<file path="config.mk">
export PLATFORM = sky130hd
export DESIGN_NAME = cnn_layer_sequencer
export DESIGN_NICKNAME = d
export VERILOG_FILES = /design/src/rtl/cnn_ctrl_pkg.sv /design/src/rtl/layer_watchdog.sv /design/src/rtl/cnn_layer_sequencer.sv
export SDC_FILE = /design/constraint.sdc
export NUM_CORES = 1
export LEC_CHECK = 0
export ABC_AREA = 1
export CAP_MARGIN = 0
export CORE_MARGIN = 2
export CORE_UTILIZATION = 40
export DETAILED_ROUTE_END_ITERATION = 10
export SYNTH_ARGS = -nofsm -noshare
export SYNTH_HDL_FRONTEND = slang
export SYNTH_HIERARCHICAL = 1
export SYNTH_SLANG_ARGS = --single-unit
</file>
<file path="constraint.sdc">
create_clock -name i_clock -period 1.8 [get_ports i_clock]
set_input_delay 0.27 -clock i_clock [delete_from_list [all_inputs] [get_ports i_clock]]
set_output_delay 0.27 -clock i_clock [all_outputs]
set_load 0.01 [all_outputs]
</file>
<file path="src/rtl/cnn_ctrl_pkg.sv">
// Shared types and constants for the CNN layer sequencer.
// Latency: n/a (declarations only).
// Backpressure: n/a.
package cnn_ctrl_pkg;

    // Sequencer states; FAULT is only left through reset.
    typedef enum logic [2:0] {
        ST_IDLE  = 3'd0,
        ST_CHECK = 3'd1,
        ST_WAIT  = 3'd2,
        ST_NEXT  = 3'd3,
        ST_FAULT = 3'd4
    } state_t;

    // err_code encodings
    localparam logic [1:0] ERR_NONE    = 2'd0;
    localparam logic [1:0] ERR_TIMEOUT = 2'd1;
    localparam logic [1:0] ERR_STALE   = 2'd2;

    // Default per-layer WAIT budget in cycles
    localparam int DEFAULT_TIMEOUT = 1048576;

endpackage

</file>
<file path="src/rtl/layer_watchdog.sv">
// Per-layer WAIT cycle counter with an expiry flag at TIMEOUT-1.
// Latency: count updates one cycle after clear/enable; expired is decoded from the count register.
// Backpressure: none; the sequencer decides when to count and when to clear.
//
// Ports:
//   i_clock, i_reset : clock and synchronous active-high reset
//   i_clear          : zero the count (takes priority over enable)
//   i_enable         : advance the count by one
//   o_count          : current count
//   o_expired        : count has reached TIMEOUT-1
module layer_watchdog
    import cnn_ctrl_pkg::*;
#(
    parameter int TIMEOUT = DEFAULT_TIMEOUT,
    parameter int CW      = $clog2(TIMEOUT + 1)
) (
    input  logic          i_clock,
    input  logic          i_reset,
    input  logic          i_clear,
    input  logic          i_enable,
    output logic [CW-1:0] o_count,
    output logic          o_expired
);

    logic [CW-1:0] r_count;

    always_ff @(posedge i_clock) begin
        if (i_reset) begin
            r_count <= '0;
        end else if (i_clear) begin
            r_count <= '0;
        end else if (i_enable) begin
            r_count <= r_count + CW'(1);
        end
    end

    assign o_count   = r_count;
    assign o_expired = (r_count == CW'(TIMEOUT - 1));

endmodule

</file>
<file path="src/rtl/cnn_layer_sequencer.sv">
// Starts each layer engine in turn, strobes capture on its done, and flags hangs or stale done levels.
// Latency: run->start 2 edges; done sampled->capture 1 edge; capture->next start 2 edges; all outputs registered.
// Backpressure: none; engines are held by a level start, abort/reset drop start to release them.
//
// Ports:
//   i_clock, i_reset  : clock and synchronous active-high reset
//   i_run, i_abort    : chain request (sampled in IDLE) and abort (wins over run)
//   i_layer_done      : per-engine done levels, possibly stale-high
//   o_layer_start     : per-engine start levels, at most one high
//   o_capture_en      : one-cycle strobe latching layer i's output
//   o_busy, o_done    : chain in progress / sticky completion
//   o_error, o_err_code, o_err_layer : sticky fault, its cause and layer
//   o_layer_cycles    : WAIT cycle count of the last completed layer
module cnn_layer_sequencer
    import cnn_ctrl_pkg::*;
#(
    parameter int  NUM_LAYERS = 4,
    parameter int  TIMEOUT    = DEFAULT_TIMEOUT,
    parameter int  CW         = $clog2(TIMEOUT + 1),
    localparam int IW         = (NUM_LAYERS > 1) ? $clog2(NUM_LAYERS) : 1
) (
    input  logic                  i_clock,
    input  logic                  i_reset,
    input  logic                  i_run,
    input  logic                  i_abort,
    input  logic [NUM_LAYERS-1:0] i_layer_done,
    output logic [NUM_LAYERS-1:0] o_layer_start,
    output logic [NUM_LAYERS-1:0] o_capture_en,
    output logic                  o_busy,
    output logic                  o_done,
    output logic                  o_error,
    output logic [1:0]            o_err_code,
    output logic [IW-1:0]         o_err_layer,
    output logic [CW-1:0]         o_layer_cycles
);

    state_t                r_state;
    logic [IW-1:0]         r_idx;
    logic [NUM_LAYERS-1:0] r_layer_start;
    logic [NUM_LAYERS-1:0] r_capture_en;
    logic                  r_busy;
    logic                  r_done;
    logic                  r_error;
    logic [1:0]            r_err_code;
    logic [IW-1:0]         r_err_layer;
    logic [CW-1:0]         r_layer_cycles;

    state_t                w_state_nxt;
    logic [IW-1:0]         w_idx_nxt;
    logic [NUM_LAYERS-1:0] w_layer_start_nxt;
    logic [NUM_LAYERS-1:0] w_capture_en_nxt;
    logic                  w_busy_nxt;
    logic                  w_done_nxt;
    logic                  w_error_nxt;
    logic [1:0]            w_err_code_nxt;
    logic [IW-1:0]         w_err_layer_nxt;
    logic [CW-1:0]         w_layer_cycles_nxt;

    logic                  w_wd_clear;
    logic                  w_wd_enable;
    logic [CW-1:0]         w_cyc;
    logic                  w_expired;

    // Only the current layer's done matters; earlier engines keep theirs high.
    logic                  w_cur_done;
    logic                  w_last;
    logic [NUM_LAYERS-1:0] w_sel;

    assign w_cur_done = i_layer_done[r_idx];
    assign w_last     = (r_idx == IW'(NUM_LAYERS - 1));
    assign w_sel      = NUM_LAYERS'(1) << r_idx;

    layer_watchdog #(
        .TIMEOUT (TIMEOUT),
        .CW      (CW)
    ) u_watchdog (
        .i_clock   (i_clock),
        .i_reset   (i_reset),
        .i_clear   (w_wd_clear),
        .i_enable  (w_wd_enable),
        .o_count   (w_cyc),
        .o_expired (w_expired)
    );

    // State and output registers
    always_ff @(posedge i_clock) begin
        if (i_reset) begin
            r_state        <= ST_IDLE;
            r_idx          <= '0;
            r_layer_start  <= '0;
            r_capture_en   <= '0;
            r_busy         <= 1'b0;
            r_done         <= 1'b0;
            r_error        <= 1'b0;
            r_err_code     <= ERR_NONE;
            r_err_layer    <= '0;
            r_layer_cycles <= '0;
        end else begin
            r_state        <= w_state_nxt;
            r_idx          <= w_idx_nxt;
            r_layer_start  <= w_layer_start_nxt;
            r_capture_en   <= w_capture_en_nxt;
            r_busy         <= w_busy_nxt;
            r_done         <= w_done_nxt;
            r_error        <= w_error_nxt;
            r_err_code     <= w_err_code_nxt;
            r_err_layer    <= w_err_layer_nxt;
            r_layer_cycles <= w_layer_cycles_nxt;
        end
    end

    // Next-state logic; abort outranks every other transition it can see.
    always_comb begin
        w_state_nxt = r_state;
        case (r_state)
            ST_IDLE: begin
                if (i_run && !i_abort) w_state_nxt = ST_CHECK;
            end
            ST_CHECK: begin
                if (i_abort)         w_state_nxt = ST_IDLE;
                else if (w_cur_done) w_state_nxt = ST_FAULT;
                else                 w_state_nxt = ST_WAIT;
            end
            ST_WAIT: begin
                // done beats a timeout landing on the same edge
                if (i_abort)         w_state_nxt = ST_IDLE;
                else if (w_cur_done) w_state_nxt = ST_NEXT;
                else if (w_expired)  w_state_nxt = ST_FAULT;
            end
            ST_NEXT: begin
                if (i_abort || w_last) w_state_nxt = ST_IDLE;
                else                   w_state_nxt = ST_CHECK;
            end
            ST_FAULT: begin
                w_state_nxt = ST_FAULT;
            end
            default: begin
                w_state_nxt = ST_IDLE;
            end
        endcase
    end

    // Next values of the registered outputs and watchdog controls
    always_comb begin
        w_idx_nxt          = r_idx;
        w_layer_start_nxt  = r_layer_start;
        w_capture_en_nxt   = '0;
        w_busy_nxt         = r_busy;
        w_done_nxt         = r_done;
        w_error_nxt        = r_error;
        w_err_code_nxt     = r_err_code;
        w_err_layer_nxt    = r_err_layer;
        w_layer_cycles_nxt = r_layer_cycles;
        w_wd_clear         = 1'b0;
        w_wd_enable        = 1'b0;
        case (r_state)
            ST_IDLE: begin
                if (i_run && !i_abort) begin
                    w_idx_nxt  = '0;
                    w_busy_nxt = 1'b1;
                    w_done_nxt = 1'b0;
                end
            end
            ST_CHECK: begin
                if (i_abort) begin
                    w_layer_start_nxt = '0;
                    w_busy_nxt        = 1'b0;
                end else if (w_cur_done) begin
                    // Engine has no reset: a done already high here is left over.
                    w_layer_start_nxt = '0;
                    w_busy_nxt        = 1'b0;
                    w_error_nxt       = 1'b1;
                    w_err_code_nxt    = ERR_STALE;
                    w_err_layer_nxt   = r_idx;
                end else begin
                    w_layer_start_nxt = w_sel;
                    w_wd_clear        = 1'b1;
                end
            end
            ST_WAIT: begin
                if (i_abort) begin
                    w_layer_start_nxt = '0;
                    w_busy_nxt        = 1'b0;
                end else if (w_cur_done) begin
                    w_capture_en_nxt   = w_sel;
                    w_layer_cycles_nxt = w_cyc;
                end else if (w_expired) begin
                    w_layer_start_nxt = '0;
                    w_busy_nxt        = 1'b0;
                    w_error_nxt       = 1'b1;
                    w_err_code_nxt    = ERR_TIMEOUT;
                    w_err_layer_nxt   = r_idx;
                end else begin
                    w_wd_enable = 1'b1;
                end
            end
            ST_NEXT: begin
                w_layer_start_nxt = '0;
                if (i_abort) begin
                    w_busy_nxt = 1'b0;
                end else if (w_last) begin
                    w_done_nxt = 1'b1;
                    w_busy_nxt = 1'b0;
                end else begin
                    w_idx_nxt = r_idx + IW'(1);
                end
            end
            default: begin
                w_layer_start_nxt = '0;
                w_busy_nxt        = 1'b0;
            end
        endcase
    end

    assign o_layer_start  = r_layer_start;
    assign o_capture_en   = r_capture_en;
    assign o_busy         = r_busy;
    assign o_done         = r_done;
    assign o_error        = r_error;
    assign o_err_code     = r_err_code;
    assign o_err_layer    = r_err_layer;
    assign o_layer_cycles = r_layer_cycles;

endmodule

</file>
# After elaboration in Yosys (flattened, before gate mapping)
# Index checks and enable logic that the tools add are counted.
# totals
ff_bits	62
in_bits	8
# op_classes
n_addsub	2
n_lt_le_gt_ge	1
eq_ne	20
shift	1
mux	58
bitwise_logic	4
reduce_logical	15
# op_table
operator	count
2-bit two-way mux	13
1-bit two-way mux	25
21-bit by 1-bit adder with 21-bit output (second input constant)	1
21-bit by 20-bit equality test with 1-bit output (second input constant)	1
4-bit two-way mux	5
3-bit two-way mux	6
2-bit != test (second input constant)	8
3-bit one-hot mux with 5 select lines	1
2-bit one-hot mux with 2 select lines	3
4-bit one-hot mux with 3 select lines	1
3-bit != test (second input constant)	3
4-bit AND reduction	2
3-bit by 2-bit equality test with 1-bit output (second input constant)	2
3-bit AND reduction	2
6-bit AND reduction	1
5-bit AND reduction	1
4-bit by 3-bit != test with 1-bit output (second input constant)	1
1-bit inverter	4
1-bit one-hot mux with 2 select lines	2
1-bit one-hot mux with 4 select lines	1
2-bit nonzero test	2
4-bit OR reduction	1
1-bit by 2-bit left shift with 4-bit output (first input constant)	1
3-bit by 1-bit equality test with 1-bit output (second input constant)	1
13 further kinds	13

# Depth between registers and ports, before layout
# Gate-level depths: netlist of the first run.
# depth
word_depth	6
ltp_mapped	16
mapped_depth_nobuf	15

# Hierarchy
# The synthesis of the first run kept the hierarchy.
# by_module_without_submodules
module	instances	cells_per_inst	area_per_inst_um2	seq_area_each_um2
cnn_layer_sequencer	1	231	1707.9	820.8
layer_watchdog	1	174	1161.1	420.4

# Worst setup path after synthesis of the first run
# OpenSTA, ideal clock, no wires.
# synth_timing
kind	reg-to-reg
start	register u_watchdog.r_count[2] (netlist: u_watchdog/o_count[2])
end	register u_watchdog.r_count[13] (netlist: u_watchdog/o_count[13])
t_arrival_ns	1.789
required_ns	1.687
slack_ns	-0.102
path_stages_with_launch	17
path_buffers	1
synth_period_minus_slack_ns	1.902
cell_sequence	dfxtp_1 > nand2_1 > nor2_4 > inv_1 > nor4_1 > inv_1 > nand2_1 > nor2_1 > buf_6 > nand2_4 > nor2_4 > nand2_4 > inv_2 > nand2_2 > nor2_2 > nor2_1 > nor2_1
# synth_between
elab_chain_cells	5
word_cells_on_any_way	6
classes_between	1 x add/sub; 1 x eq/ne; 4 x mux
# synth_lines
item	line_no	source
start: declaration	layer_watchdog.sv:25	logic [CW-1:0] r_count;
start signal: assignment	layer_watchdog.sv:33	r_count <= r_count + CW'(1);
21-bit by 20-bit equality test with 1-bit output	layer_watchdog.sv:38	assign o_expired = (r_count == CW'(TIMEOUT - 1));
net w_expired	cnn_layer_sequencer.sv:62	logic w_expired;
1-bit two-way mux	cnn_layer_sequencer.sv:187	end else if (w_expired) begin
1-bit two-way mux	cnn_layer_sequencer.sv:184	end else if (w_cur_done) begin
1-bit two-way mux	cnn_layer_sequencer.sv:181	if (i_abort) begin
1-bit two-way mux	cnn_layer_sequencer.sv:156	case (r_state)
net w_wd_enable	cnn_layer_sequencer.sv:60	logic w_wd_enable;
# The timed path passes the listed nets, and every way through them passes these cells.
# A chain may end at the register's enable or synchronous reset.

# Worst setup path after layout of the first run
# layout_timing
start	register u_watchdog.r_count[7] (netlist: u_watchdog/o_count[7])
end	register u_watchdog.r_count[13] (netlist: u_watchdog/o_count[13])
# Same word-level chain as after synthesis.

==> key figures, run 1 <==
Hold path
  • HP Class: register to register

Logic synthesis
  • Most area-consuming cells after synthesis: dfxtp_1, nor2_1, nand2_1, inv_1, o21ai_0
  • Synthesized instance count: 405
  • Syn Area/Cell: 7.08 sq um
  • Distinct cells, synth: 29
  • Mapped Area: 2870 sq um
  • Synthesis-stage register bit count: 62
  • Syn Nets: 418
  • Top cell type by total area after synthesis: dfxtp_1
  • Yosys warns: 6
  • Area share of the largest cell type after synthesis: 43.3%
  • Part of the Yosys area used for sequential elements: 43.3%

Layout
  • Share of cells above drive strength 1: 29.3%
  • Nets@finish: 523
  • Most frequent cells in the layout: nor2_1, nand2_1, buf_4, dfxtp_1, clkdlybuf4s50_1
  • Synth-to-Final Area Change: 45.2%
  • Diode count: 0
  • Non-filler cells, final: 611
  • Post-layout util: 60.6%
  • Fin area: 4170 sq um
  • Commonest non-fill, non-tap cell in the layout: nor2_1

Setup path
  • CP Class: register to register
  • Worst Path Required: 2030 ps
  • Slowest cell delay on critical path: 350 ps
  • Crit path max fanout: 7
  • CP Launch Type: register
  • Buf/Inv on CP: 2
  • Crit-path cells: nand2_4 -> nor2_4 -> nand3_4 -> nor4_4 -> inv_1 -> nand2_2 -> nor2_4 -> nand2_4 -> nor2_4 -> nand2_4 -> inv_2 -> nand2_2 -> nor2_2 -> nor2_1 -> nor2_1
  • CP arrival: 1970 ps
  • Endpoint class of the critical path: register
  • CP top delay family: simple AND/OR/NAND/NOR gates
  • R2r setup slk: 70 ps
  • Slowest cell on the critical path: dfxtp_2

GRT
  • Vias in the first global route: 2564
  • First-pass GRT wire length: 11300 um
  • GRT overflow: 0
  • Initial antenna violation count: 0
  • Total GRT Usage: 18.6%
  • Largest net degree at the start of global routing: 28

Power and ir drop
  • Switching power: 0.722 mW
  • Pleak: 1.80 nW
  • Sequential power share: 50.6%
  • Pwr Density: 673 nW/um^2
  • Logic pwr share: 11.9%
  • Max IR drop VDD: 0.372 mV
  • Clock Power Share: 37.5%
  • Switching part of the total: 25.8%
  • Internal: 2.08 mW

Timing
  • Final number of max-transition violations: 0
  • Setup violators final: 0
  • Final clock skew: 7.90 ps
  • Part of the cycle the worst path needs: 96.2%
  • Final Hold Viols: 0
  • Least-Margin Pin Slew: 741 ps
  • Fmax: 577 MHz
  • Final min period: 1730 ps
  • Fin Hold WS: 462 ps
  • RSZ-0062 raised after global routing: true
  • Max-slew headroom: 50.6%

Route
  • Via count: 2848
  • DRC Markers: 0
  • Routed vias/inst: 4.66
  • Routed WL per cell: 11.5 um
  • DRT met1 WL: 3180 um
  • DRC marker count from the first detailed-route iteration: 80
  • Top sig layer: met4
  • First-pass detailed-route iteration total: 4
  • Wirelength, routed: 7030 um
  • Metal3 WL: 238 um
  • Met2 WL: 3590 um
  • DRT antenna net count: 0

Die
  • Die Y: 88.7 um
  • Die Area: 7870 sq um
  • Top Ports: 44
  • Die span in x: 88.7 um
  • Core region area: 6870 sq um
  • Initial core utilization: 41.8%
  • Num rows: 30

Clock tree
  • Later-pin clock latency in the skew report: 330 ps
  • Cts bufs inserted: 9
  • Maximum root-to-sink buffer count: 2
  • CTS tree: yes
  • CTS H-tree depth: 3
  • Clock sink count: 62
  • CTS root buf: clkbuf_8
  • Clk slew on worst S/H paths: 70 ps

Placed design
  • Placer Congestion: 0.845
  • Port Buffers: 43
  • Placed Area: 3810 sq um
  • Placed cells: 589
  • Post-DP HPWL: 5180 um

Outcome
  • Run status: finished, final reports clean

Run
  • Max-Cap Viols: 0
-- logic make-up (layout without fill, tap and decap cells) --
logic type / after synthesis / after routing / synth area share [%]
buffers and inverters: 58 / 168 / 8.59
adder cells (fa/ha/maj): 5 / 5 / 2.18
flip-flops: 62 / 62 / 43.3
AND/OR/NAND/NOR: 223 / 223 / 35.9
AO/OA/AOI/OAI: 57 / 57 / 10.0
-- power by group through the flow --
stage	Clock (mW)	Combinational [mW]	Sequential [mW]
finish	1.05	0.333	1.42
global route	1.15	0.378	1.42
CTS	1.09	0.327	1.42
detailed placement	0	0.325	1.45
global placement	0	0.323	1.45
floorplan	0	0.184	1.46
-- final timing paths --
| check | start | endpoint | cells past startpoint |
|---|---|---|---|
| max reg2reg | u_watchdog/o_count[7] | u_watchdog/o_count[13] | 15 |
| max | u_watchdog/o_count[7] | u_watchdog/o_count[13] | 15 |
| min reg2reg | o_layer_start[1] | o_layer_start[1] | 2 |
| min | o_layer_start[1] | o_layer_start[1] | 2 |
-- sequential cells by signal, indices dropped and copies added (netlist names), 2 cells and up --
signal / cells
o_capture_en: 4
o_err_code: 2
u_watchdog/o_count: 21
o_err_layer: 2
o_layer_start: 4
r_idx: 2
r_state: 3
o_layer_cycles: 21
-- layout make-up --
cell class                      count  area (sq um)
Inverter                           49           190
Multi-Input combinational cell    285          1520
Timing Repair Buffer              103           910
Tap cell                           96           120
Sequential cell                    62          1260
Clock buffer                       12           145
Fill cell                         664          2700
Clock inverter                      4          22.5
-- routing by layer --
metal  vias to the layer above  global-route usage (%)
met3                         4                    4.76
met5                         -                       0
met4                         0                    6.20
met1                      1313                    21.4
li1                       1487                       -
met2                        44                    33.2
-- stage by stage --
step	setup WS, ps	power [mW]	TNS [ps]
3_3_place_gp	-137	1.77	-1130
3_5_place_dp	-114	1.78	-1190
5_1_grt	-90.8	2.95	-1050
2_1_floorplan	0.638	1.64	0
6_report	68.1	2.80	0
4_1_cts	2.81	2.84	0
-- Yosys cell counts --
cell      number
o21ai_0       30
nand3_1       20
ha_1           5
nor2_4         7
nand4_4        1
inv_2          7
nand2_4        2
nor4_1         1
clkbuf_1       3
nand4_1        5
nand3b_1       4
o21ai_1        2
buf_4          2
nand2_1       75
nor3b_1        1
nand3_2        4
dfxtp_1       62
nand4_2        1
buf_6          1
nand2_2        5
nor2_2         1
nor2_1        95
clkinv_2       1
buf_2          2
nor3_1         1
inv_1         41
a21oi_1       24
a211oi_1       1
clkbuf_8       1
-- repair_timing --
action                     in CTS  in global routing
hold endpoints to repair        0                  0
setup endpoints to repair      16                 19
buffers inserted                1                  6
gates resized for setup         9                 42
cloned                          0                  0
pin swaps                       4                 22
hold buffers                    0                  0
-- worst register-to-register path: stages, from the launching register on --
cell,delay (ps)
dfxtp_2,350
nand2_4,70
nor2_4,130
nand3_4,100
nor4_4,290
inv_1,80
nand2_2,90
nor2_4,70
nand2_4,70
nor2_4,40
nand2_4,80
inv_2,50
nand2_2,60
nor2_2,30
nor2_1,80
nor2_1,50
(Power assumes the default switching activity.)
==> inputs of run 2 (changes only) <==
==> constraint.sdc (replaced) <==
create_clock -name i_clock -period 2.2 [get_ports i_clock]
set_input_delay 0.33 -clock i_clock [delete_from_list [all_inputs] [get_ports i_clock]]
set_output_delay 0.33 -clock i_clock [all_outputs]
set_load 0.01 [all_outputs]
==> run 2 against run 1 <==
  * Sequential share of layout area is 2.3 points higher
  * Die area stayed put
  * Clock skew fell by 1.8 ps
  * Clock power fell by 9%
  * Cell count decreased by 4.1%
  * Via count is 4.0% lower
  * Utilization shrank 5.1 points
  * Count of clock-buffer cells in the layout down 1
  * Maximum frequency is 12% lower
  * Critical path depth shrank 2
  * Setup slack better by 160 ps
  * Wire length down 3.4%
==> key figures, run 2 (synthesis gave the netlist of run 1 again) <==
Route
  • DRC marker count from the first detailed-route iteration: 99 (+24%)
  • Routed vias/inst: 4.67 (+0.13%)
  • First-pass detailed-route iteration total: 4 (unchanged)
  • Wirelength, routed: 6790 um (-3.4%)
  • Routed WL per cell: 11.6 um (+0.75%)
  • DRT antenna net count: 0 (unchanged)
  • Via count: 2735 (-4.0%)
  • DRC Markers: 0 (unchanged)

Setup path
  • CP arrival: 2210 ps (+240 ps)
  • Crit-path cells: nand2_1 -> nor2_1 -> nand2_1 -> nor4_2 -> inv_1 -> nand2_1 -> nor2_4 -> nand2_1 -> inv_2 -> nand3_2 -> inv_1 -> a21oi_1 -> nor2_1
  • Worst Path Required: 2430 ps (+400 ps)
  • Worst r2r dst: u_watchdog/o_count[18]
  • CP Launch Type: register
  • CP Class: register to register
  • Crit path top cell by count: nand2_1
  • R2r setup slk: 220 ps (+160 ps)
  • Slowest cell on the critical path: dfxtp_1
  • Worst R2R Start: u_watchdog/o_count[19]
  • Slowest cell delay on critical path: 380 ps (+30 ps)
  • R2r worst-path depth: 13 (-2)
  • Endpoint class of the critical path: register
  • Crit path max fanout: 10 (+3)

Layout
  • Most frequent cells in the layout: nor2_1, nand2_1, dfxtp_1, clkdlybuf4s50_1, inv_1
  • Commonest non-fill, non-tap cell in the layout: nor2_1
  • Synth-to-Final Area Change: 33.0%
  • Non-filler cells, final: 586 (-4.1%)
  • Post-layout util: 55.6% (-5.1 points)
  • Nets@finish: 498 (-4.8%)
  • Diode count: 0 (unchanged)
  • Share of cells above drive strength 1: 16.3% (-13 points)

Timing
  • Final clock skew: 6.10 ps (-1.80 ps)
  • Final min period: 1980 ps (+244 ps)
  • Final number of max-transition violations: 0 (unchanged)
  • Part of the cycle the worst path needs: 89.8% (-6.4 points)
  • RSZ-0062 raised after global routing: false
  • Final Hold Viols: 0 (unchanged)
  • Setup TNS Final: 0 ps (unchanged)
  • Fmax: 506 MHz (-12%)
  • Setup violators final: 0 (unchanged)
  • Max-slew headroom: 76.3% (+26 points)
  • Least-Margin Pin Slew: 353 ps (-388 ps)

Clock tree
  • CTS H-tree depth: 3 (unchanged)
  • Clk slew on worst S/H paths: 70 ps (about the same)
  • CTS tree: yes
  • CTS root buf: clkbuf_8
  • Cts bufs inserted: 9 (unchanged)
  • Clock sink count: 62 (unchanged)
  • Post-CTS Setup Bufs: 0 (-1)
  • Later-pin clock latency in the skew report: 330 ps (about the same)
  • Maximum root-to-sink buffer count: 2 (unchanged)

Hold path
  • Hold Path Stages: 2 (unchanged)
  • Worst Hold End: o_layer_start[1]
  • Hold_sp: o_layer_start[1]
  • HP Class: register to register

Placed design
  • Placer Congestion: 0.861 (+2.0%)
  • Port Buffers: 43 (unchanged)
  • Post-DP HPWL: 5040 um (-2.7%)
  • Placed cells: 570 (-3.2%)

Die
  • Top Ports: 44 (unchanged)
  • Die Area: 7870 sq um (unchanged)
  • Die Y: 88.7 um (unchanged)
  • Num rows: 30 (unchanged)
  • Initial core utilization: 41.8% (unchanged)
  • Die span in x: 88.7 um (unchanged)
  • Core region area: 6870 sq um (unchanged)

GRT
  • Vias in the first global route: 2600 (+1.4%)
  • Total GRT Usage: 18.9% (+0.34 points)
  • GRT overflow: 0 (unchanged)
  • Largest net degree at the start of global routing: 28 (unchanged)
  • First-pass GRT wire length: 11500 um (+2.3%)
  • Initial antenna violation count: 0 (unchanged)

Outcome
  • Run status: finished, final reports clean

Power and ir drop
  • Pwr Density: 620 nW/um^2 (-7.9%)
  • Max IR drop VDD: 0.395 mV (+6.1%)
  • Total power: 2.37 mW (-16%)
  • Pleak: 1.64 nW (-8.8%)

Run
  • Max-Cap Viols: 0 (unchanged)
[run 2: worst max-delay path: cells and delay by family (launching register included)]
family,cells,cell delay [ps]
AOI/OAI and AO/OA,1,130
buffers and inverters,3,200
DFF,1,380
and+or+nand+nor,9,1160
[run 2: final cells by class]
type,count,area [sq um]
well taps,96,120
clock buffers,11,131
inverters,49,185
repair buffers,78,693
fillers,693,3050
flip-flops and latches,62,1240
multi-input cells,285,1400
clock inverters,5,50.0
[run 2: through the flow]
stage                     hold slack [ps]  setup WS (ps)  area (sq um)
final                                 460            224          3820
after global routing                  478           61.4          3820
after CTS                             463           91.2          3800
after detailed placement              453           -264          3620
after global placement                450           -240          3620
after floorplan                       449            298          2870
[run 2: worst max path at each step]
stage                            from  slack (ps)  cells past startpoint                      to
6_report       u_watchdog/o_count[19]         220                     13  u_watchdog/o_count[18]
5_1_grt        u_watchdog/o_count[19]          60                     13  u_watchdog/o_count[18]
4_1_cts         u_watchdog/o_count[8]          90                     13  u_watchdog/o_count[18]
3_5_place_dp          i_layer_done[1]        -260                     13  u_watchdog/o_count[14]
3_3_place_gp          i_layer_done[1]        -240                     13  u_watchdog/o_count[14]
2_1_floorplan   u_watchdog/o_count[2]         300                     16  u_watchdog/o_count[13]
[run 2: where the power goes]
group	switching (mW)	internal, mW
sequential	0.0169	1.14
clock	0.435	0.516
combinational	0.142	0.110
total	0.594	1.77
[run 2: repair_timing]
item,CTS,global route
gates resized for setup,1,2
hold buffers,0,0
endpoints found under the setup margin,7,10
[run 2: routing by layer]
layer	track usage (%)	wire (um)
met3	4.38	266
met5	0	0
met4	6.20	71
met2	33.0	3410
met1	22.8	3050
==> inputs of run 3 (changes only) <==
==> constraint.sdc (replaced) <==
create_clock -name i_clock -period 2.2 [get_ports i_clock]
set_input_delay 0.33 -clock i_clock [delete_from_list [all_inputs] [get_ports i_clock]]
set_output_delay 0.33 -clock i_clock [all_outputs]
set_load 0.02 [all_outputs]
==> results of run 3 <==
Same layout as run 2 (identical final DEF). Status: finished, final reports clean.
Main changes from that run: total power 2.37 mW -> 2.38 mW; worst IR drop on VDD 0.395 mV -> 0.396 mV
